## src/rtl/shared_pkg.sv

```systemverilog
// Shared types and constants for the FIFO write-port arbiter.
//   arb_state_e : arbiter FSM states
//   rr_ptr_w()  : round-robin pointer width for a requester count (at least 1)
//   RR_PTR_W    : pointer width for the default requester count
//   STATS_W     : width of the optional statistics counters
package shared_pkg;

  typedef enum logic [1:0] {
    IDLE  = 2'd0,
    WRITE = 2'd1,
    STALL = 2'd2
  } arb_state_e;

  localparam int unsigned NUM_REQ_DEFAULT = 4;
  localparam int unsigned STATS_W         = 16;

  // $clog2 of the requester count, never narrower than one bit
  function automatic int unsigned rr_ptr_w(input int unsigned n);
    return (n > 1) ? $clog2(n) : 1;
  endfunction

  localparam int unsigned RR_PTR_W = rr_ptr_w(NUM_REQ_DEFAULT);

endpackage

```

## src/rtl/fifo_wr_arbiter_if.sv

```systemverilog
// Bundle between the requesters, the arbiter and the FIFO write port.
//   req/req_data        : requester write requests and their data words
//   gnt/done/err        : per-requester grant, write-acked and overflow pulses
//   wr_en/data_in       : FIFO write port
//   full/almostfull     : FIFO status flags
//   wr_ack/overflow     : FIFO write response
// Modports: slave = arbiter side, master = clients + FIFO side.
interface fifo_wr_arbiter_if #(
  parameter int unsigned NUM_REQ    = 4,
  parameter int unsigned FIFO_WIDTH = 16
);
  logic [NUM_REQ-1:0]            req;
  logic [NUM_REQ*FIFO_WIDTH-1:0] req_data;
  logic [NUM_REQ-1:0]            gnt;
  logic [NUM_REQ-1:0]            done;
  logic [NUM_REQ-1:0]            err;
  logic                          wr_en;
  logic [FIFO_WIDTH-1:0]         data_in;
  logic                          full;
  logic                          almostfull;
  logic                          wr_ack;
  logic                          overflow;

  modport slave (
    input  req, req_data, full, almostfull, wr_ack, overflow,
    output gnt, done, err, wr_en, data_in
  );

  modport master (
    output req, req_data, full, almostfull, wr_ack, overflow,
    input  gnt, done, err, wr_en, data_in
  );
endinterface

```

## src/rtl/fifo_rr_pick.sv

```systemverilog
// Combinational round-robin picker: searches req upward from rr_ptr,
// wrapping at NUM_REQ, and returns the first set index.
//   req_i      : request vector
//   rr_ptr_i   : highest-priority index this round
//   valid_c_o  : at least one request is set
//   winner_c_o : index of the winning requester
module fifo_rr_pick
  import shared_pkg::*;
#(
  parameter int unsigned NUM_REQ = 4,
  parameter int unsigned PTR_W   = RR_PTR_W
) (
  input  logic [NUM_REQ-1:0] req_i,
  input  logic [PTR_W-1:0]   rr_ptr_i,
  output logic               valid_c_o,
  output logic [PTR_W-1:0]   winner_c_o
);

  always_comb begin
    int unsigned idx;
    valid_c_o  = 1'b0;
    winner_c_o = '0;
    idx        = 0;
    for (int unsigned i = 0; i < NUM_REQ; i++) begin
      idx = 32'(rr_ptr_i) + i;
      if (idx >= NUM_REQ) idx = idx - NUM_REQ;
      if (!valid_c_o && req_i[PTR_W'(idx)]) begin
        valid_c_o  = 1'b1;
        winner_c_o = PTR_W'(idx);
      end
    end
  end

endmodule

```

## src/rtl/fifo_wr_arbiter.sv

```systemverilog
// Round-robin arbiter sharing one FIFO write port among NUM_REQ requesters.
// Issues at most one registered write per cycle, throttles on full/almostfull
// so it never overflows the FIFO itself, and steers wr_ack/overflow back to
// the requester that owned each write as done/err pulses.
//   clk, rst_n : clock, asynchronous active-low reset
//   bus        : fifo_wr_arbiter_if.slave (requesters + FIFO write port)
//   wr_cnt     : per-requester saturating done counters (FIFO_ARB_STATS_EN)
//   ovf_cnt    : saturating err counter (FIFO_ARB_STATS_EN)
// Optional feature macro: FIFO_ARB_STATS_EN.
module fifo_wr_arbiter
  import shared_pkg::*;
#(
  parameter int unsigned NUM_REQ    = 4,
  parameter int unsigned FIFO_WIDTH = 16,
  parameter int unsigned FIFO_DEPTH = 8
) (
  input  logic                    clk,
  input  logic                    rst_n,
  fifo_wr_arbiter_if.slave        bus
`ifdef FIFO_ARB_STATS_EN
  ,
  output logic [NUM_REQ*STATS_W-1:0] wr_cnt,
  output logic [STATS_W-1:0]         ovf_cnt
`endif
);

  localparam int unsigned PTR_W = rr_ptr_w(NUM_REQ);

  if (NUM_REQ < 2 || NUM_REQ > 8 || FIFO_WIDTH < 1 || FIFO_DEPTH < 1) begin : g_param_chk
    $error("fifo_wr_arbiter: unsupported parameter set");
  end

  arb_state_e            state_q, state_d;
  logic [PTR_W-1:0]      rr_ptr_q, rr_ptr_d;
  logic [PTR_W-1:0]      owner_q, owner_d;
  logic [PTR_W-1:0]      owner_dly_q;   // owner of the write the FIFO is answering now
  logic                  vld_dly_q;     // a write of ours was issued last cycle
  logic                  wr_en_q, wr_en_d;
  logic [FIFO_WIDTH-1:0] data_q, data_d;
  logic [NUM_REQ-1:0]    gnt_q, gnt_d;
  logic [NUM_REQ-1:0]    done_q, done_d;
  logic [NUM_REQ-1:0]    err_q, err_d;
  logic                  pick_valid;
  logic [PTR_W-1:0]      pick_idx;
  logic                  can_issue;

  fifo_rr_pick #(
    .NUM_REQ (NUM_REQ),
    .PTR_W   (PTR_W)
  ) u_pick (
    .req_i      (bus.req),
    .rr_ptr_i   (rr_ptr_q),
    .valid_c_o  (pick_valid),
    .winner_c_o (pick_idx)
  );

  // Conservative throttle: with a write in flight, almostfull already blocks.
  assign can_issue = !bus.full && !(bus.almostfull && (state_q == WRITE));

  // State register
  always_ff @(posedge clk or negedge rst_n) begin
    if (!rst_n) state_q <= IDLE;
    else        state_q <= state_d;
  end

  // Next-state logic
  always_comb begin
    state_d = IDLE;
    if (pick_valid) state_d = can_issue ? WRITE : STALL;
  end

  // Output / datapath next values
  always_comb begin
    wr_en_d  = 1'b0;
    gnt_d    = '0;
    data_d   = data_q;
    owner_d  = owner_q;
    rr_ptr_d = rr_ptr_q;
    done_d   = '0;
    err_d    = '0;
    if (state_d == WRITE) begin
      wr_en_d        = 1'b1;
      gnt_d[pick_idx] = 1'b1;
      data_d         = bus.req_data[pick_idx*FIFO_WIDTH +: FIFO_WIDTH];
      owner_d        = pick_idx;
      rr_ptr_d       = (pick_idx == PTR_W'(NUM_REQ - 1)) ? '0 : PTR_W'(pick_idx + 1'b1);
    end
    // Responses without one of our writes in flight are ignored.
    done_d[owner_dly_q] = bus.wr_ack   & vld_dly_q;
    err_d[owner_dly_q]  = bus.overflow & vld_dly_q;
  end

  // Registered outputs and tracking state
  always_ff @(posedge clk or negedge rst_n) begin
    if (!rst_n) begin
      wr_en_q     <= 1'b0;
      data_q      <= '0;
      gnt_q       <= '0;
      done_q      <= '0;
      err_q       <= '0;
      rr_ptr_q    <= '0;
      owner_q     <= '0;
      owner_dly_q <= '0;
      vld_dly_q   <= 1'b0;
    end else begin
      wr_en_q     <= wr_en_d;
      data_q      <= data_d;
      gnt_q       <= gnt_d;
      done_q      <= done_d;
      err_q       <= err_d;
      rr_ptr_q    <= rr_ptr_d;
      owner_q     <= owner_d;
      owner_dly_q <= owner_q;
      vld_dly_q   <= wr_en_q;
    end
  end

  assign bus.wr_en   = wr_en_q;
  assign bus.data_in = data_q;
  assign bus.gnt     = gnt_q;
  assign bus.done    = done_q;
  assign bus.err     = err_q;

`ifdef FIFO_ARB_STATS_EN
  // Per-requester saturating count of acknowledged writes
  for (genvar k = 0; k < NUM_REQ; k++) begin : g_wr_cnt
    logic [STATS_W-1:0] cnt_q;
    always_ff @(posedge clk or negedge rst_n) begin
      if (!rst_n)                       cnt_q <= '0;
      else if (done_q[k] && cnt_q != '1) cnt_q <= cnt_q + 1'b1;
    end
    assign wr_cnt[k*STATS_W +: STATS_W] = cnt_q;
  end

  // Saturating count of overflow-reported writes (err is one-hot per cycle)
  logic [STATS_W-1:0] ovf_cnt_q;
  always_ff @(posedge clk or negedge rst_n) begin
    if (!rst_n)                        ovf_cnt_q <= '0;
    else if ((|err_q) && ovf_cnt_q != '1) ovf_cnt_q <= ovf_cnt_q + 1'b1;
  end
  assign ovf_cnt = ovf_cnt_q;
`endif

endmodule

```

## src/flat_wrapper.sv

```systemverilog
// flat-port wrapper written by rule: the top's interface ports become plain ports
module fifo_wr_arbiter_flat import shared_pkg::*;
#(
  parameter int unsigned NUM_REQ    = 4,
  parameter int unsigned FIFO_WIDTH = 16,
  parameter int unsigned FIFO_DEPTH = 8
)
  (clk, rst_n, bus_req, bus_req_data, bus_full, bus_almostfull, bus_wr_ack, bus_overflow, bus_gnt, bus_done, bus_err, bus_wr_en, bus_data_in);
  fifo_wr_arbiter_if #(.NUM_REQ(NUM_REQ), .FIFO_WIDTH(FIFO_WIDTH)) bus_i ();
  input  logic clk;
  input  logic rst_n;
  input wire logic [$bits(bus_i.req)-1:0] bus_req;
  input wire logic [$bits(bus_i.req_data)-1:0] bus_req_data;
  input wire logic [$bits(bus_i.full)-1:0] bus_full;
  input wire logic [$bits(bus_i.almostfull)-1:0] bus_almostfull;
  input wire logic [$bits(bus_i.wr_ack)-1:0] bus_wr_ack;
  input wire logic [$bits(bus_i.overflow)-1:0] bus_overflow;
  output wire logic [$bits(bus_i.gnt)-1:0] bus_gnt;
  output wire logic [$bits(bus_i.done)-1:0] bus_done;
  output wire logic [$bits(bus_i.err)-1:0] bus_err;
  output wire logic [$bits(bus_i.wr_en)-1:0] bus_wr_en;
  output wire logic [$bits(bus_i.data_in)-1:0] bus_data_in;
  assign bus_i.req = bus_req;
  assign bus_i.req_data = bus_req_data;
  assign bus_i.full = bus_full;
  assign bus_i.almostfull = bus_almostfull;
  assign bus_i.wr_ack = bus_wr_ack;
  assign bus_i.overflow = bus_overflow;
  assign bus_gnt = bus_i.gnt;
  assign bus_done = bus_i.done;
  assign bus_err = bus_i.err;
  assign bus_wr_en = bus_i.wr_en;
  assign bus_data_in = bus_i.data_in;
  fifo_wr_arbiter #(.NUM_REQ(NUM_REQ), .FIFO_WIDTH(FIFO_WIDTH), .FIFO_DEPTH(FIFO_DEPTH)) u_core (.clk(clk), .rst_n(rst_n), .bus(bus_i));
endmodule
```

## config.mk

```make
export PLATFORM = sky130hd
export DESIGN_NAME = fifo_wr_arbiter_flat
export DESIGN_NICKNAME = d
export VERILOG_FILES = /design/src/rtl/shared_pkg.sv /design/src/rtl/fifo_wr_arbiter_if.sv /design/src/rtl/fifo_rr_pick.sv /design/src/rtl/fifo_wr_arbiter.sv /design/src/flat_wrapper.sv
export SDC_FILE = /design/constraint.sdc
export NUM_CORES = 1
export LEC_CHECK = 0
export BUFFER_PORTS_ARGS = -buffer_cell sky130_fd_sc_hd__buf_2
export CAP_MARGIN = 20
export CORE_AREA = 3 3 67 69
export DETAILED_ROUTE_END_ITERATION = 7
export DIE_AREA = 0 0 70 72
export PLACE_DENSITY = 0.9
export RECOVER_POWER = 25
export SYNTH_ARGS = -nofsm -noshare
export SYNTH_HDL_FRONTEND = slang
export SYNTH_SLANG_ARGS = --single-unit
```

## constraint.sdc

```tcl
create_clock -name clk -period 3.05 [get_ports clk]
set_clock_uncertainty 0.15 [all_clocks]
set_input_delay 0.1525 -clock clk [delete_from_list [all_inputs] [get_ports clk]]
set_output_delay 0.1525 -clock clk [all_outputs]
set_load 0.005 [all_outputs]
```

# Yosys cells after proc, flatten, opt, wreduce, memory -nomap -nowiden
# Cells that the tools add are included.
# op_classes
add_sub_neg	8
mul	0
div_mod_pow	0
n_lt_le_gt_ge	12
n_eq_ne	3
n_shift	1
n_mux	29
bitwise	4
n_reduce_logical	12
# ops
operator	count
$shiftx 64x7->16	1
$mux 2	11
$lt 2x3->1 const B	6
$mux 1	11
$ge 3x3->1 const B	3
$and 4x4->4	2
$bmux 1 s2	4
$sub 2x1->2 const B	4
$logic_and 1x1->1	7
$add 2x2->3 const B	2
$logic_not 1->1	5
$demux 1 s2	2
$eq 2x1->1 const B	2
$ge 2x1->1 const B	2
$mux 4	1
$add 2x1->3 const B	1
$ge 2x3->1 const B	1
$add 2x1->2 const B	1
$and 1x1->1	2
$eq 2x2->1 const B	1
# word_totals
register_bits	38
latchBits	0
mem_bits_rw	0
rom_bits	0
inputBits	74
out_inout_bits	29
wordCells	79
mem_count	0

# Depth between registers and ports, before layout
# Gate-level depths: netlist of the first run.
# logic_depth
ltp_word	19
ltp_mapped	8
ltp_nobuf	6

# Cells and area by module
# Synthesis of the first run repeated with hierarchy kept, for this count alone.
# hier_totals
hier_cells	128
hier_area_um2	1845.5
# modules_own_cells
mod	n_inst	cells_each	area_per_inst_um2	seq_area_each_um2
fifo_wr_arbiter	1	113	1767.9	925.9
fifo_rr_pick	1	15	77.6	0.0

# Least setup slack after synthesis of the first run
# OpenSTA, ideal clock, no wires.
# synth_timing
kind	flip-flop to flip-flop
start	reg u_core.rr_ptr_q[1]
end	reg u_core.data_q[3] (netlist: u_core.bus.data_in[3])
arrival_ns	1.515
required_ns	2.768
setup_slack_ns	1.253
stages_incl_launch_ff	8
path_cell_list	dfrtp_1 -> buf_4 -> nand2b_1 -> a21o_1 -> nand2_4 -> buf_4 -> mux2i_1 -> o221ai_2
# synth_via
elab_chain_cells	16
# synth_lines
element	line	text
start, declared	fifo_wr_arbiter.sv:34	logic [PTR_W-1:0] rr_ptr_q, rr_ptr_d;
start signal, assigned	fifo_wr_arbiter.sv:111	rr_ptr_q <= rr_ptr_d;
branches (longest 16 deep; another with $add 2x1->3)	n/a	
end signal, assigned	fifo_wr_arbiter.sv:107	data_q <= data_d;
end, declared	fifo_wr_arbiter.sv:39	logic [FIFO_WIDTH-1:0] data_q, data_d;
# Parallel ways; which one is timed is not known. The select of a mux whose other input is x is not followed.
# A chain may end at the register's enable or synchronous reset.

# Final worst setup path of the first run
# layout_timing
start	reg u_core.rr_ptr_q[1]
end	reg u_core.data_q[15] (netlist: u_core.bus.data_in[15])
# Same word-level chain as after synthesis.

==> results of run 1 <==
[logic make-up after synthesis]
group	Yosys count	synth area share, %
buf+inv	10	4.473
flops	37	49.40
compound gates	25	15.42
mux	34	18.36
simple gates	49	11.88
xor+xnor	1	0.4674
[Yosys cell counts, drive strengths merged, types with 2 or more instances]
cell type	instances	area (um^2)
dfrtp	37	925.9
mux2i	34	344.1
nand2	29	118.9
o221ai	16	196.4
nor2	10	37.54
buf	7	72.57
nand2b	5	33.78
a21o	2	15.01
a21oi	2	13.76
clkbuf	2	7.510
nor3	2	10.01
[area by class of cell]
| class | instances | area [um^2] | area share [%] |
|---|---|---|---|
| inverters | 1 | 3.754 | 0.1527 |
| repair buffers | 104 | 518.0 | 21.08 |
| well taps | 50 | 62.56 | 2.546 |
| flip-flops and latches | 37 | 925.9 | 37.68 |
| clock inverters | 2 | 10.01 | 0.4073 |
| multi-input cells | 109 | 864.6 | 35.18 |
| clock buffers | 6 | 72.57 | 2.953 |
[metal layers]
metal / GRT usage (%) / vias to the layer above / share of wire (%)
met2: 30.75 / 73 / 50
li1: - / 770 / -
met5: 0 / - / 0
met3: 6.510 / 7 / 9.1
met4: 6.170 / 0 / 1.2
met1: 21.81 / 744 / 40
[stage by stage]
step	hold slack, ns	total power (W)
final	0.02629	0.001625
after global routing	0.03857	0.001742
after CTS	0.01468	0.001653
after detailed placement	0.1436	0.001322
after global placement	0.1312	0.001295
after floorplan	-0.2931	0.001134
[critical path: cells and delay by family (launching register included)]
family           cells  cell delay [ns]
multiplexers         1             0.20
AO/OA/AOI/OAI        2             0.63
AND/OR/NAND/NOR      1             0.75
flip-flops           1             0.46
[where the power goes]
part           switching, W  internal, W
clock              0.000163     0.000158
sequential        0.0000804     0.000613
combinational      0.000312     0.000298
total              0.000555      0.00107
[path summary, 6_finish.rpt]
check | cells past startpoint | endpoint | startpoint | slack, ns
max | 4 | u_core.bus.data_in[15] | u_core.rr_ptr_q[1] | 0.68
min | 3 | u_core.bus.err[2] | bus_overflow | 0.03
max reg2reg | 4 | u_core.bus.data_in[15] | u_core.rr_ptr_q[1] | 0.68
min reg2reg | 0 | u_core.owner_dly_q[1] | u_core.owner_q[1] | 0.23
max in group asynchronous | 2 | u_core.bus.data_in[3] | rst_n | 1.91
min in group asynchronous | 2 | u_core.vld_dly_q | rst_n | 0.34
[sequential cells by signal (all words and copies together) (netlist names)]
register / flops
u_core.bus.data_in: 16
u_core.bus.done: 4
u_core.bus.err: 4
u_core.bus.gnt: 4
u_core.bus.wr_en: 1
u_core.owner_dly_q: 2
u_core.owner_q: 2
u_core.rr_ptr_q: 2
u_core.state_q: 1
u_core.vld_dly_q: 1
[placed cells by master, fill, tap and decap left out, drive strengths merged, types with 2 or more instances in the layout]
cell type,netlist,routed
buf,7,93
o221ai,16,16
dlygate4sd3,0,2
nand2,29,29
dfrtp,37,37
clkbuf,2,15
nor3,2,2
nor2,10,10
a21o,2,2
a21oi,2,2
mux2i,34,34
clkinv,0,2
nand2b,5,5
==> report_table.html, run 1 <==
<table>
<tr><th>Metric</th><th>Value</th></tr>
<tr><th colspan="2">Timing</th></tr>
<tr><td>Remaining max-slew budget at the tightest pin</td><td>40.08%</td></tr>
<tr><td>Count of endpoints failing setup in the final report</td><td>0</td></tr>
<tr><td>Tightest Pin Transition</td><td>0.8989 ns</td></tr>
<tr><td>Final Hold Vio Count</td><td>0</td></tr>
<tr><td>Final worst path period share</td><td>77.76%</td></tr>
<tr><td>Max Transition Viols Final</td><td>0</td></tr>
<tr><td>Minimum clock period</td><td>2.372 ns</td></tr>
<tr><td>Setup Total Neg Slack</td><td>0 ns</td></tr>
<tr><td>Worst setup slack after layout</td><td>0.6783 ns</td></tr>
<tr><td>Maximum clock frequency</td><td>421.6 MHz</td></tr>
<tr><td>Unrepaired setup endpoints after global routing</td><td>no</td></tr>
<tr><th colspan="2">Clocking</th></tr>
<tr><td>Clock slew at the register clock pins of the worst setup and hold paths</td><td>0.07 ns</td></tr>
<tr><td>Root Buffer Master</td><td>sky130_fd_sc_hd__clkbuf_8</td></tr>
<tr><td>Largest buffer count on any clock path</td><td>2</td></tr>
<tr><td>Clock tree from TritonCTS</td><td>done</td></tr>
<tr><td>Insertion delay to the later sink of the worst-skew pair</td><td>0.28 ns</td></tr>
<tr><td>Total number of H-tree levels</td><td>2</td></tr>
<tr><td>Number of clock buffers inserted by TritonCTS</td><td>5</td></tr>
<tr><td>Post-CTS Setup Inserts</td><td>0</td></tr>
<tr><td>Number of resized instances in the post-cts repair step</td><td>0</td></tr>
<tr><td>Clock sink total</td><td>37</td></tr>
<tr><td>Number of buffers added to fix hold violations after cts</td><td>2</td></tr>
<tr><th colspan="2">Cells and area</th></tr>
<tr><td># diodes</td><td>0</td></tr>
<tr><td>Fraction of final layout cells with drive strength greater than 1</td><td>45.56%</td></tr>
<tr><td>Count of filler cells inserted in the layout</td><td>336</td></tr>
<tr><td>Layout overhead on the synthesized area</td><td>31.11%</td></tr>
<tr><td>Final cell count without fillers</td><td>309</td></tr>
<tr><td>Final core occ</td><td>61.88%</td></tr>
<tr><td>Final standard cell area without fillers</td><td>0.002457 mm^2</td></tr>
<tr><td>Number of nets in the layout</td><td>332</td></tr>
<tr><th colspan="2">Detailed routing</th></tr>
<tr><td>Via density per instance</td><td>5.159</td></tr>
<tr><td>Remaining design rule violation count</td><td>0</td></tr>
<tr><td>Antenna viol nets, final</td><td>0</td></tr>
<tr><td>Total wirelength of the detailed-routed design</td><td>4.454 mm</td></tr>
<tr><td>Number of detailed-route iterations in the first pass</td><td>4</td></tr>
<tr><td>Initial drt markers</td><td>111</td></tr>
<tr><td>Total number of vias</td><td>1594</td></tr>
<tr><td>DR WL/cell</td><td>14.41 um</td></tr>
<tr><th colspan="2">Placement</th></tr>
<tr><td>Weighted congestion at the end of routability-driven global placement</td><td>0.8785</td></tr>
<tr><td>Post-Place Worst Slack</td><td>0.6648 ns</td></tr>
<tr><td>Port bufs</td><td>102</td></tr>
<tr><td>Post-place instance area</td><td>0.002367 mm^2</td></tr>
<tr><td>Hpwl dp</td><td>3.332 mm</td></tr>
<tr><td>Cell count after placement</td><td>299</td></tr>
<tr><th colspan="2">Logic synthesis</th></tr>
<tr><td>Number of synthesized register bits</td><td>37</td></tr>
<tr><td>Synth Net Count</td><td>230</td></tr>
<tr><td>Number of enable flip-flop cells after synthesis</td><td>0</td></tr>
<tr><td>Yosys Warn Count</td><td>0</td></tr>
<tr><td>Distinct cell type count after synthesis</td><td>29</td></tr>
<tr><td>Proportion of synthesized chip area in sequential cells</td><td>49.40%</td></tr>
<tr><td>Avg Cell Area, Syn</td><td>12.01 um^2</td></tr>
<tr><td>Proportion of register bits with asynchronous set or reset after synthesis</td><td>100.0%</td></tr>
<tr><td>Top flip-flop cell by instance count after synthesis</td><td>sky130_fd_sc_hd__dfrtp_1</td></tr>
<tr><td>Gate count after technology mapping</td><td>156</td></tr>
<tr><td>Cell area after synthesis</td><td>0.001874 mm^2</td></tr>
<tr><th colspan="2">Critical path</th></tr>
<tr><td>Slowest Stage Delay on Critical Path</td><td>0.75 ns</td></tr>
<tr><td>Worst EP arrival</td><td>2.33 ns</td></tr>
<tr><td>Slowest library cell on the worst path</td><td>sky130_fd_sc_hd__nand2b_1</td></tr>
<tr><td>Critical path launch point type</td><td>flop</td></tr>
<tr><td>Cell Chain, Critical Path</td><td>mux2i_2, a221oi_4, nand2b_1, o221ai_1</td></tr>
<tr><td>Endpoint kind of the worst setup timing path</td><td>flop</td></tr>
<tr><td>CP max FO</td><td>17</td></tr>
<tr><td>Setup CP Type</td><td>flop to flop</td></tr>
<tr><td>Required @ worst endpoint</td><td>3.01 ns</td></tr>
<tr><th colspan="2">Min path</th></tr>
<tr><td>Type of the tightest min-delay check</td><td>input pin to flop</td></tr>
<tr><th colspan="2">GRT</th></tr>
<tr><td>Largest net degree at the start of global routing</td><td>38</td></tr>
<tr><td>Overall overflow remaining after global route</td><td>0</td></tr>
<tr><td>Via count of the first global-routing pass</td><td>1650</td></tr>
<tr><td>Total global routing track utilization</td><td>18.23%</td></tr>
<tr><td>First-pass GRT wire length</td><td>7.424 mm</td></tr>
<tr><td>Antenna violations before repair</td><td>0</td></tr>
<tr><th colspan="2">Die</th></tr>
<tr><td>Starting Density</td><td>47.20%</td></tr>
<tr><td>Area of the core region</td><td>0.003971 mm^2</td></tr>
<tr><td>Die Span X</td><td>70 um</td></tr>
<tr><td>Die height</td><td>72 um</td></tr>
<tr><td>Top-Level Pins</td><td>103</td></tr>
<tr><td>Floorplan row count</td><td>23</td></tr>
<tr><td>Area of the die</td><td>0.005040 mm^2</td></tr>
<tr><th colspan="2">Power</th></tr>
<tr><td>Leakage power total</td><td>1.292 nW</td></tr>
<tr><td>Peak supply drop</td><td>0.5804 mV</td></tr>
<tr><td>Power density of the placed cells</td><td>661.2 mW/mm^2</td></tr>
<tr><th colspan="2">Flow run</th></tr>
<tr><td>Number of max-cap violations</td><td>0</td></tr>
<tr><th colspan="2">Outcome</th></tr>
<tr><td>Result of the run</td><td>finished clean</td></tr>
</table>
Note: power is estimated with default switching activity, not from simulation.
==> run 2: changes to the inputs <==
--- a/config.mk
+++ b/config.mk
@@ -7,10 +7,10 @@
 export LEC_CHECK = 0
 export BUFFER_PORTS_ARGS = -buffer_cell sky130_fd_sc_hd__buf_2
 export CAP_MARGIN = 20
-export CORE_AREA = 3 3 67 69
+export CORE_AREA = 3 3 73 75
 export DETAILED_ROUTE_END_ITERATION = 7
-export DIE_AREA = 0 0 70 72
-export PLACE_DENSITY = 0.9
+export DIE_AREA = 0 0 76 78
+export PLACE_DENSITY = 0.81
 export RECOVER_POWER = 25
 export SYNTH_ARGS = -nofsm -noshare
 export SYNTH_HDL_FRONTEND = slang
==> constraint.sdc (replaced) <==
create_clock -name clk -period 2 [get_ports clk]
set_clock_uncertainty 0.15 [all_clocks]
set_input_delay 0.1 -clock clk [delete_from_list [all_inputs] [get_ports clk]]
set_output_delay 0.1 -clock clk [all_outputs]
set_load 0.005 [all_outputs]
==> report_table.html, run 2 (same netlist as run 1, synthesis figures left out) <==
<table>
<tr><th>Metric</th><th>Value</th></tr>
<tr><th colspan="2">Critical path</th></tr>
<tr><td>CP max FO</td><td>14</td></tr>
<tr><td>Required @ worst endpoint</td><td>1.99 ns</td></tr>
<tr><td>Worst EP arrival</td><td>1.84 ns</td></tr>
<tr><td>Critical path launch point type</td><td>flop</td></tr>
<tr><td>Endpoint kind of the worst setup timing path</td><td>flop</td></tr>
<tr><td>Setup CP Type</td><td>flop to flop</td></tr>
<tr><th colspan="2">Cells and area</th></tr>
<tr><td>Number of nets in the layout</td><td>386</td></tr>
<tr><td>Layout overhead on the synthesized area</td><td>61.75%</td></tr>
<tr><td>Flip-flop count of the largest register, all copies and words added</td><td>16</td></tr>
<tr><td>Count of filler cells inserted in the layout</td><td>370</td></tr>
<tr><td>Final core occ</td><td>64.19%</td></tr>
<tr><td># diodes</td><td>0</td></tr>
<tr><td>Top library cells by usage in the layout, fill and taps aside</td><td>96 x sky130_fd_sc_hd__buf_2, 42 x sky130_fd_sc_hd__dlygate4sd3_1, 37 x sky130_fd_sc_hd__dfrtp_1, 33 x sky130_fd_sc_hd__mux2i_1, 27 x sky130_fd_sc_hd__nand2_1</td></tr>
<tr><td>Most common cell after layout, fill and taps aside</td><td>sky130_fd_sc_hd__buf_2</td></tr>
<tr><td>Fraction of final layout cells with drive strength greater than 1</td><td>43.45%</td></tr>
<tr><th colspan="2">Detailed routing</th></tr>
<tr><td>Total wirelength of the detailed-routed design</td><td>5.664 mm</td></tr>
<tr><td>DR WL/cell</td><td>14.91 um</td></tr>
<tr><td>Remaining design rule violation count</td><td>0</td></tr>
<tr><td>Antenna viol nets, final</td><td>0</td></tr>
<tr><td>Total number of vias</td><td>1840</td></tr>
<tr><td>Number of detailed-route iterations in the first pass</td><td>4</td></tr>
<tr><td>Via density per instance</td><td>4.842</td></tr>
<tr><td>Initial drt markers</td><td>55</td></tr>
<tr><th colspan="2">Power</th></tr>
<tr><td>Leakage power total</td><td>1.562 nW</td></tr>
<tr><td>Power density of the placed cells</td><td>899.7 mW/mm^2</td></tr>
<tr><td>Peak supply drop</td><td>0.4201 mV</td></tr>
<tr><th colspan="2">Placement</th></tr>
<tr><td>Weighted congestion at the end of routability-driven global placement</td><td>0.7734</td></tr>
<tr><td>Post-Place Worst Slack</td><td>0.002915 ns</td></tr>
<tr><td>Port bufs</td><td>102</td></tr>
<tr><td>Hpwl dp</td><td>3.425 mm</td></tr>
<tr><th colspan="2">GRT</th></tr>
<tr><td>First-pass GRT wire length</td><td>9.087 mm</td></tr>
<tr><td>Largest net degree at the start of global routing</td><td>38</td></tr>
<tr><td>Antenna violations before repair</td><td>0</td></tr>
<tr><td>Overall overflow remaining after global route</td><td>0</td></tr>
<tr><td>Total global routing track utilization</td><td>19.16%</td></tr>
<tr><td>Via count of the first global-routing pass</td><td>1941</td></tr>
<tr><th colspan="2">Timing</th></tr>
<tr><td>Minimum clock period</td><td>1.849 ns</td></tr>
<tr><td>Setup Total Neg Slack</td><td>0 ns</td></tr>
<tr><td>Unrepaired setup endpoints after global routing</td><td>no</td></tr>
<tr><td>Tightest Pin Transition</td><td>0.8280 ns</td></tr>
<tr><td>Count of endpoints failing setup in the final report</td><td>0</td></tr>
<tr><td>Final worst path period share</td><td>92.44%</td></tr>
<tr><td>Maximum clock frequency</td><td>540.9 MHz</td></tr>
<tr><td>Final Hold Vio Count</td><td>0</td></tr>
<tr><td>Max Transition Viols Final</td><td>0</td></tr>
<tr><td>Worst setup slack after layout</td><td>0.1512 ns</td></tr>
<tr><td>Remaining max-slew budget at the tightest pin</td><td>44.80%</td></tr>
<tr><td>Final-layout worst hold slack</td><td>0.002492 ns</td></tr>
<tr><th colspan="2">Die</th></tr>
<tr><td>Floorplan row count</td><td>25</td></tr>
<tr><td>Die Span X</td><td>76 um</td></tr>
<tr><td>Area of the die</td><td>0.005928 mm^2</td></tr>
<tr><td>Area of the core region</td><td>0.004723 mm^2</td></tr>
<tr><td>Starting Density</td><td>39.68%</td></tr>
<tr><td>Die height</td><td>78 um</td></tr>
<tr><td>Top-Level Pins</td><td>103</td></tr>
<tr><th colspan="2">Clocking</th></tr>
<tr><td>Total number of H-tree levels</td><td>2</td></tr>
<tr><td>Largest buffer count on any clock path</td><td>2</td></tr>
<tr><td>Root Buffer Master</td><td>sky130_fd_sc_hd__clkbuf_8</td></tr>
<tr><td>Insertion delay to the later sink of the worst-skew pair</td><td>0.28 ns</td></tr>
<tr><td>Clock sink total</td><td>37</td></tr>
<tr><td>Clock tree from TritonCTS</td><td>done</td></tr>
<tr><td>Clock slew at the register clock pins of the worst setup and hold paths</td><td>0.07 ns</td></tr>
<tr><td>Number of clock buffers inserted by TritonCTS</td><td>5</td></tr>
<tr><th colspan="2">Min path</th></tr>
<tr><td>Type of the tightest min-delay check</td><td>input pin to flop</td></tr>
<tr><th colspan="2">Outcome</th></tr>
<tr><td>Result of the run</td><td>finished clean</td></tr>
<tr><th colspan="2">Flow run</th></tr>
<tr><td>Number of max-cap violations</td><td>0</td></tr>
</table>
==> run 2: worst paths after layout <==
kind	start	endpoint	slack [ns]	depth (start not counted)
worst max-delay path	u_core.rr_ptr_q[1]	u_core.bus.data_in[0]	0.15	6
worst min-delay path	bus_req_data[63]	u_core.bus.data_in[15]	0.002	3
worst max register to register	u_core.rr_ptr_q[1]	u_core.bus.data_in[0]	0.15	6
worst min register to register	u_core.owner_q[1]	u_core.owner_dly_q[1]	0.23	0
max in group asynchronous	rst_n	u_core.bus.data_in[10]	0.87	2
min in group asynchronous	rst_n	u_core.bus.done[0]	0.31	2
==> run 2: routing by layer <==
metal | vias to the layer above | track usage (%) | part of all wire, %
met5 | - | 0 | 0
met4 | 0 | 5.616 | 1.6
met3 | 10 | 6.497 | 8.6
met2 | 92 | 36.70 | 53
met1 | 866 | 19.68 | 36
li1 | 872 | - | -
==> run 2: per-stage QoR <==
stage | std cells | instance area [um^2] | total power [W]
after floorplan | 156 | 1874 | 0.001729
after global placement | 323 | 2479 | 0.002079
after detailed placement | 323 | 2479 | 0.002117
after CTS | 373 | 2987 | 0.002690
after global routing | 380 | 3032 | 0.002903
final | 380 | 3032 | 0.002728
==> run 2: final cells by class <==
| class | count | area, um^2 | share of cell area [%] |
|---|---|---|---|
| clock inverters | 2 | 10.01 | 0.3302 |
| inverters | 1 | 3.754 | 0.1238 |
| multi-input cells | 109 | 869.6 | 28.68 |
| flip-flops and latches | 37 | 925.9 | 30.54 |
| clock buffers | 6 | 72.57 | 2.394 |
| repair buffers | 158 | 1066 | 35.16 |
| well taps | 67 | 83.83 | 2.765 |
==> run 2: repair_timing <==
item / in CTS / in global routing
hold buffers: 42 / 0
buffers inserted: 0 / 7
pin swaps: 0 / 2
endpoints found under the setup margin: 3 / 16
endpoints found under the hold margin: 60 / 0
resized for setup: 1 / 0
==> run 2: power by group <==
group / internal [W] / switching, W
Sequential: 0.000935 / 0.000123
Clock: 0.000241 / 0.000252
Combinational: 0.000646 / 0.000530
Total: 0.00182 / 0.000906
==> run 2: worst max-delay path, stage by stage (launching register included) <==
cell	delay, ns
sky130_fd_sc_hd__dfrtp_1	0.45
sky130_fd_sc_hd__nand2b_1	0.19
sky130_fd_sc_hd__a21o_1	0.24
sky130_fd_sc_hd__nand2_4	0.15
sky130_fd_sc_hd__buf_12	0.18
sky130_fd_sc_hd__mux2i_1	0.20
sky130_fd_sc_hd__o221ai_1	0.14
==> run 3: changes to the inputs <==
--- a/config.mk
+++ b/config.mk
@@ -10,7 +10,7 @@
 export CORE_AREA = 3 3 73 75
 export DETAILED_ROUTE_END_ITERATION = 7
 export DIE_AREA = 0 0 76 78
-export PLACE_DENSITY = 0.81
+export PLACE_DENSITY = 0.75
 export RECOVER_POWER = 25
 export SYNTH_ARGS = -nofsm -noshare
 export SYNTH_HDL_FRONTEND = slang
==> report_table.html, run 3 (same netlist as run 1, synthesis figures left out) <==
<table>
<tr><th>Metric</th><th>Value</th></tr>
<tr><th colspan="2">Clocking</th></tr>
<tr><td>Largest buffer count on any clock path</td><td>2</td></tr>
<tr><td>Number of clock buffers inserted by TritonCTS</td><td>5</td></tr>
<tr><td>Clock sink total</td><td>37</td></tr>
<tr><td>Clock slew at the register clock pins of the worst setup and hold paths</td><td>0.07 ns</td></tr>
<tr><td>Root Buffer Master</td><td>sky130_fd_sc_hd__clkbuf_8</td></tr>
<tr><td>Total number of H-tree levels</td><td>2</td></tr>
<tr><td>Insertion delay to the later sink of the worst-skew pair</td><td>0.28 ns</td></tr>
<tr><td>Clock tree from TritonCTS</td><td>done</td></tr>
<tr><td>Post-CTS Setup Inserts</td><td>0</td></tr>
<tr><th colspan="2">Outcome</th></tr>
<tr><td>Result of the run</td><td>finished clean</td></tr>
<tr><th colspan="2">Die</th></tr>
<tr><td>Floorplan row count</td><td>25</td></tr>
<tr><td>Area of the die</td><td>0.005928 mm^2</td></tr>
<tr><td>Die height</td><td>78 um</td></tr>
<tr><td>Starting Density</td><td>39.68%</td></tr>
<tr><td>Die Span X</td><td>76 um</td></tr>
<tr><td>Top-Level Pins</td><td>103</td></tr>
<tr><td>Area of the core region</td><td>0.004723 mm^2</td></tr>
<tr><th colspan="2">Timing</th></tr>
<tr><td>Maximum clock frequency</td><td>520.9 MHz</td></tr>
<tr><td>Final Hold Vio Count</td><td>0</td></tr>
<tr><td>Max Transition Viols Final</td><td>0</td></tr>
<tr><td>Tightest Pin Transition</td><td>0.8155 ns</td></tr>
<tr><td>Final worst path period share</td><td>95.99%</td></tr>
<tr><td>Setup Total Neg Slack</td><td>0 ns</td></tr>
<tr><td>Final-layout worst hold slack</td><td>0.005508 ns</td></tr>
<tr><td>Minimum clock period</td><td>1.920 ns</td></tr>
<tr><td>Unrepaired setup endpoints after global routing</td><td>no</td></tr>
<tr><td>Remaining max-slew budget at the tightest pin</td><td>45.63%</td></tr>
<tr><td>Count of endpoints failing setup in the final report</td><td>0</td></tr>
<tr><th colspan="2">GRT</th></tr>
<tr><td>First-pass GRT wire length</td><td>8.756 mm</td></tr>
<tr><td>Largest net degree at the start of global routing</td><td>38</td></tr>
<tr><td>Overall overflow remaining after global route</td><td>0</td></tr>
<tr><td>Antenna violations before repair</td><td>0</td></tr>
<tr><td>Via count of the first global-routing pass</td><td>1888</td></tr>
<tr><td>Total global routing track utilization</td><td>18.38%</td></tr>
<tr><th colspan="2">Detailed routing</th></tr>
<tr><td>Number of detailed-route iterations in the first pass</td><td>5</td></tr>
<tr><td>DR WL/cell</td><td>14.03 um</td></tr>
<tr><td>Initial drt markers</td><td>47</td></tr>
<tr><td>Remaining design rule violation count</td><td>0</td></tr>
<tr><td>Total number of vias</td><td>1794</td></tr>
<tr><td>Total wirelength of the detailed-routed design</td><td>5.247 mm</td></tr>
<tr><td>Via density per instance</td><td>4.797</td></tr>
<tr><td>Antenna viol nets, final</td><td>0</td></tr>
<tr><th colspan="2">Placement</th></tr>
<tr><td>Port bufs</td><td>102</td></tr>
<tr><td>Hpwl dp</td><td>3.312 mm</td></tr>
<tr><td>Weighted congestion at the end of routability-driven global placement</td><td>0.7581</td></tr>
<tr><th colspan="2">Power</th></tr>
<tr><td>Power density of the placed cells</td><td>878.9 mW/mm^2</td></tr>
<tr><td>Leakage power total</td><td>1.518 nW</td></tr>
<tr><td>Peak supply drop</td><td>0.4821 mV</td></tr>
<tr><th colspan="2">Cells and area</th></tr>
<tr><td>Layout overhead on the synthesized area</td><td>59.28%</td></tr>
<tr><td>Most common cell after layout, fill and taps aside</td><td>sky130_fd_sc_hd__buf_2</td></tr>
<tr><td>Flip-flop count of the largest register, all copies and words added</td><td>16</td></tr>
<tr><td># diodes</td><td>0</td></tr>
<tr><td>Top library cells by usage in the layout, fill and taps aside</td><td>94 x sky130_fd_sc_hd__buf_2, 46 x sky130_fd_sc_hd__dlygate4sd3_1, 37 x sky130_fd_sc_hd__dfrtp_1, 33 x sky130_fd_sc_hd__mux2i_1, 27 x sky130_fd_sc_hd__nand2_1</td></tr>
<tr><td>Number of nets in the layout</td><td>380</td></tr>
<tr><td>Fraction of final layout cells with drive strength greater than 1</td><td>40.72%</td></tr>
<tr><td>Final core occ</td><td>63.21%</td></tr>
<tr><th colspan="2">Critical path</th></tr>
<tr><td>CP Buf/Inv Count</td><td>1</td></tr>
<tr><td>Cell class contributing the biggest share of worst-path delay</td><td>compound AO/OA/AOI/OAI gates</td></tr>
<tr><td>Worst reg-to-reg setup slack</td><td>0.08 ns</td></tr>
<tr><td>Setup CP Type</td><td>flop to flop</td></tr>
<tr><td>Worst EP arrival</td><td>1.91 ns</td></tr>
<tr><td>Cell Chain, Critical Path</td><td>mux2i_2, a221oi_4, nand2b_1, buf_12, o221ai_1</td></tr>
<tr><td>Slowest library cell on the worst path</td><td>sky130_fd_sc_hd__dfrtp_1</td></tr>
<tr><td>CP max FO</td><td>17</td></tr>
<tr><td>Required @ worst endpoint</td><td>2.00 ns</td></tr>
<tr><td>Slowest Stage Delay on Critical Path</td><td>0.47 ns</td></tr>
<tr><td>Endpoint kind of the worst setup timing path</td><td>flop</td></tr>
<tr><td>Critical path launch point type</td><td>flop</td></tr>
<tr><th colspan="2">Min path</th></tr>
<tr><td>Type of the tightest min-delay check</td><td>input pin to flop</td></tr>
<tr><th colspan="2">Flow run</th></tr>
<tr><td>Number of max-cap violations</td><td>0</td></tr>
</table>
[run 3: cell types whose count changed in the layout (fill, tap and decap cells not counted)]
cell	delta
sky130_fd_sc_hd__dlygate4sd3_1	+4
sky130_fd_sc_hd__buf_4	-9
sky130_fd_sc_hd__clkbuf_1	+1
sky130_fd_sc_hd__buf_2	-2
sky130_fd_sc_hd__buf_12	-1
sky130_fd_sc_hd__clkinvlp_4	+1
[run 3: per-stage QoR]
step / setup slack, ns / cells / power [W] / area, um^2
2_1_floorplan: 0.2029 / 156 / 0.001729 / 1874
3_3_place_gp: 0.1614 / 320 / 0.002040 / 2444
3_5_place_dp: 0.06588 / 320 / 0.002072 / 2444
4_1_cts: 0.03150 / 374 / 0.002654 / 2990
5_1_grt: 0.003330 / 374 / 0.002803 / 2985
6_report: 0.08030 / 374 / 0.002624 / 2985
[run 3: timing repair]
item,CTS,global route
hold buffers,46,0
resized for setup,0,1
setup endpoints to repair,0,13
endpoints found under the hold margin,61,0
[run 3: worst paths after layout]
kind,from,depth (start not counted),endpoint
max,u_core.rr_ptr_q[1],5,u_core.bus.data_in[0]
min,bus_req_data[46],3,u_core.bus.data_in[14]
min reg2reg,u_core.owner_q[0],0,u_core.owner_dly_q[0]
min in group asynchronous,rst_n,2,u_core.bus.gnt[1]
max in group asynchronous,rst_n,2,u_core.bus.data_in[3]
max reg2reg,u_core.rr_ptr_q[1],5,u_core.bus.data_in[0]
[run 3: power by group]
| group | total, W | internal [W] | switching, W | leakage (nW) |
|---|---|---|---|---|
| Sequential | 0.00106 | 0.000935 | 0.000125 | 0.469 |
| Clock | 0.000501 | 0.000240 | 0.000261 | 0.0439 |
| Combinational | 0.00106 | 0.000558 | 0.000506 | 1.00 |
| Total | 0.00262 | 0.00173 | 0.000891 | 1.52 |
[run 3: worst min-delay path, delay by kind of cell]
kind,cells,cell delay (ns)
compound gates,1,0.16
buf+inv,1,0.08
mux,1,0.06
[run 3: per-layer routing]
layer	routed length (um)	vias to the layer above	GRT usage (%)	share of wire, %
li1	-	867	-	-
met1	2129	825	20.25	41
met2	2567	88	32.80	49
met3	440	14	6.613	8.4
met4	110	0	6.341	2.1
met5	0	-	0	0
[run 3: area by class of cell]
cell class	instances	area, um^2
Fill cell	386	1738
Timing Repair Buffer	152	1016
Sequential cell	37	925.9
Multi-Input combinational cell	109	869.6
Tap cell	67	83.83
Clock buffer	5	68.82
Clock inverter	3	17.52
Inverter	1	3.754
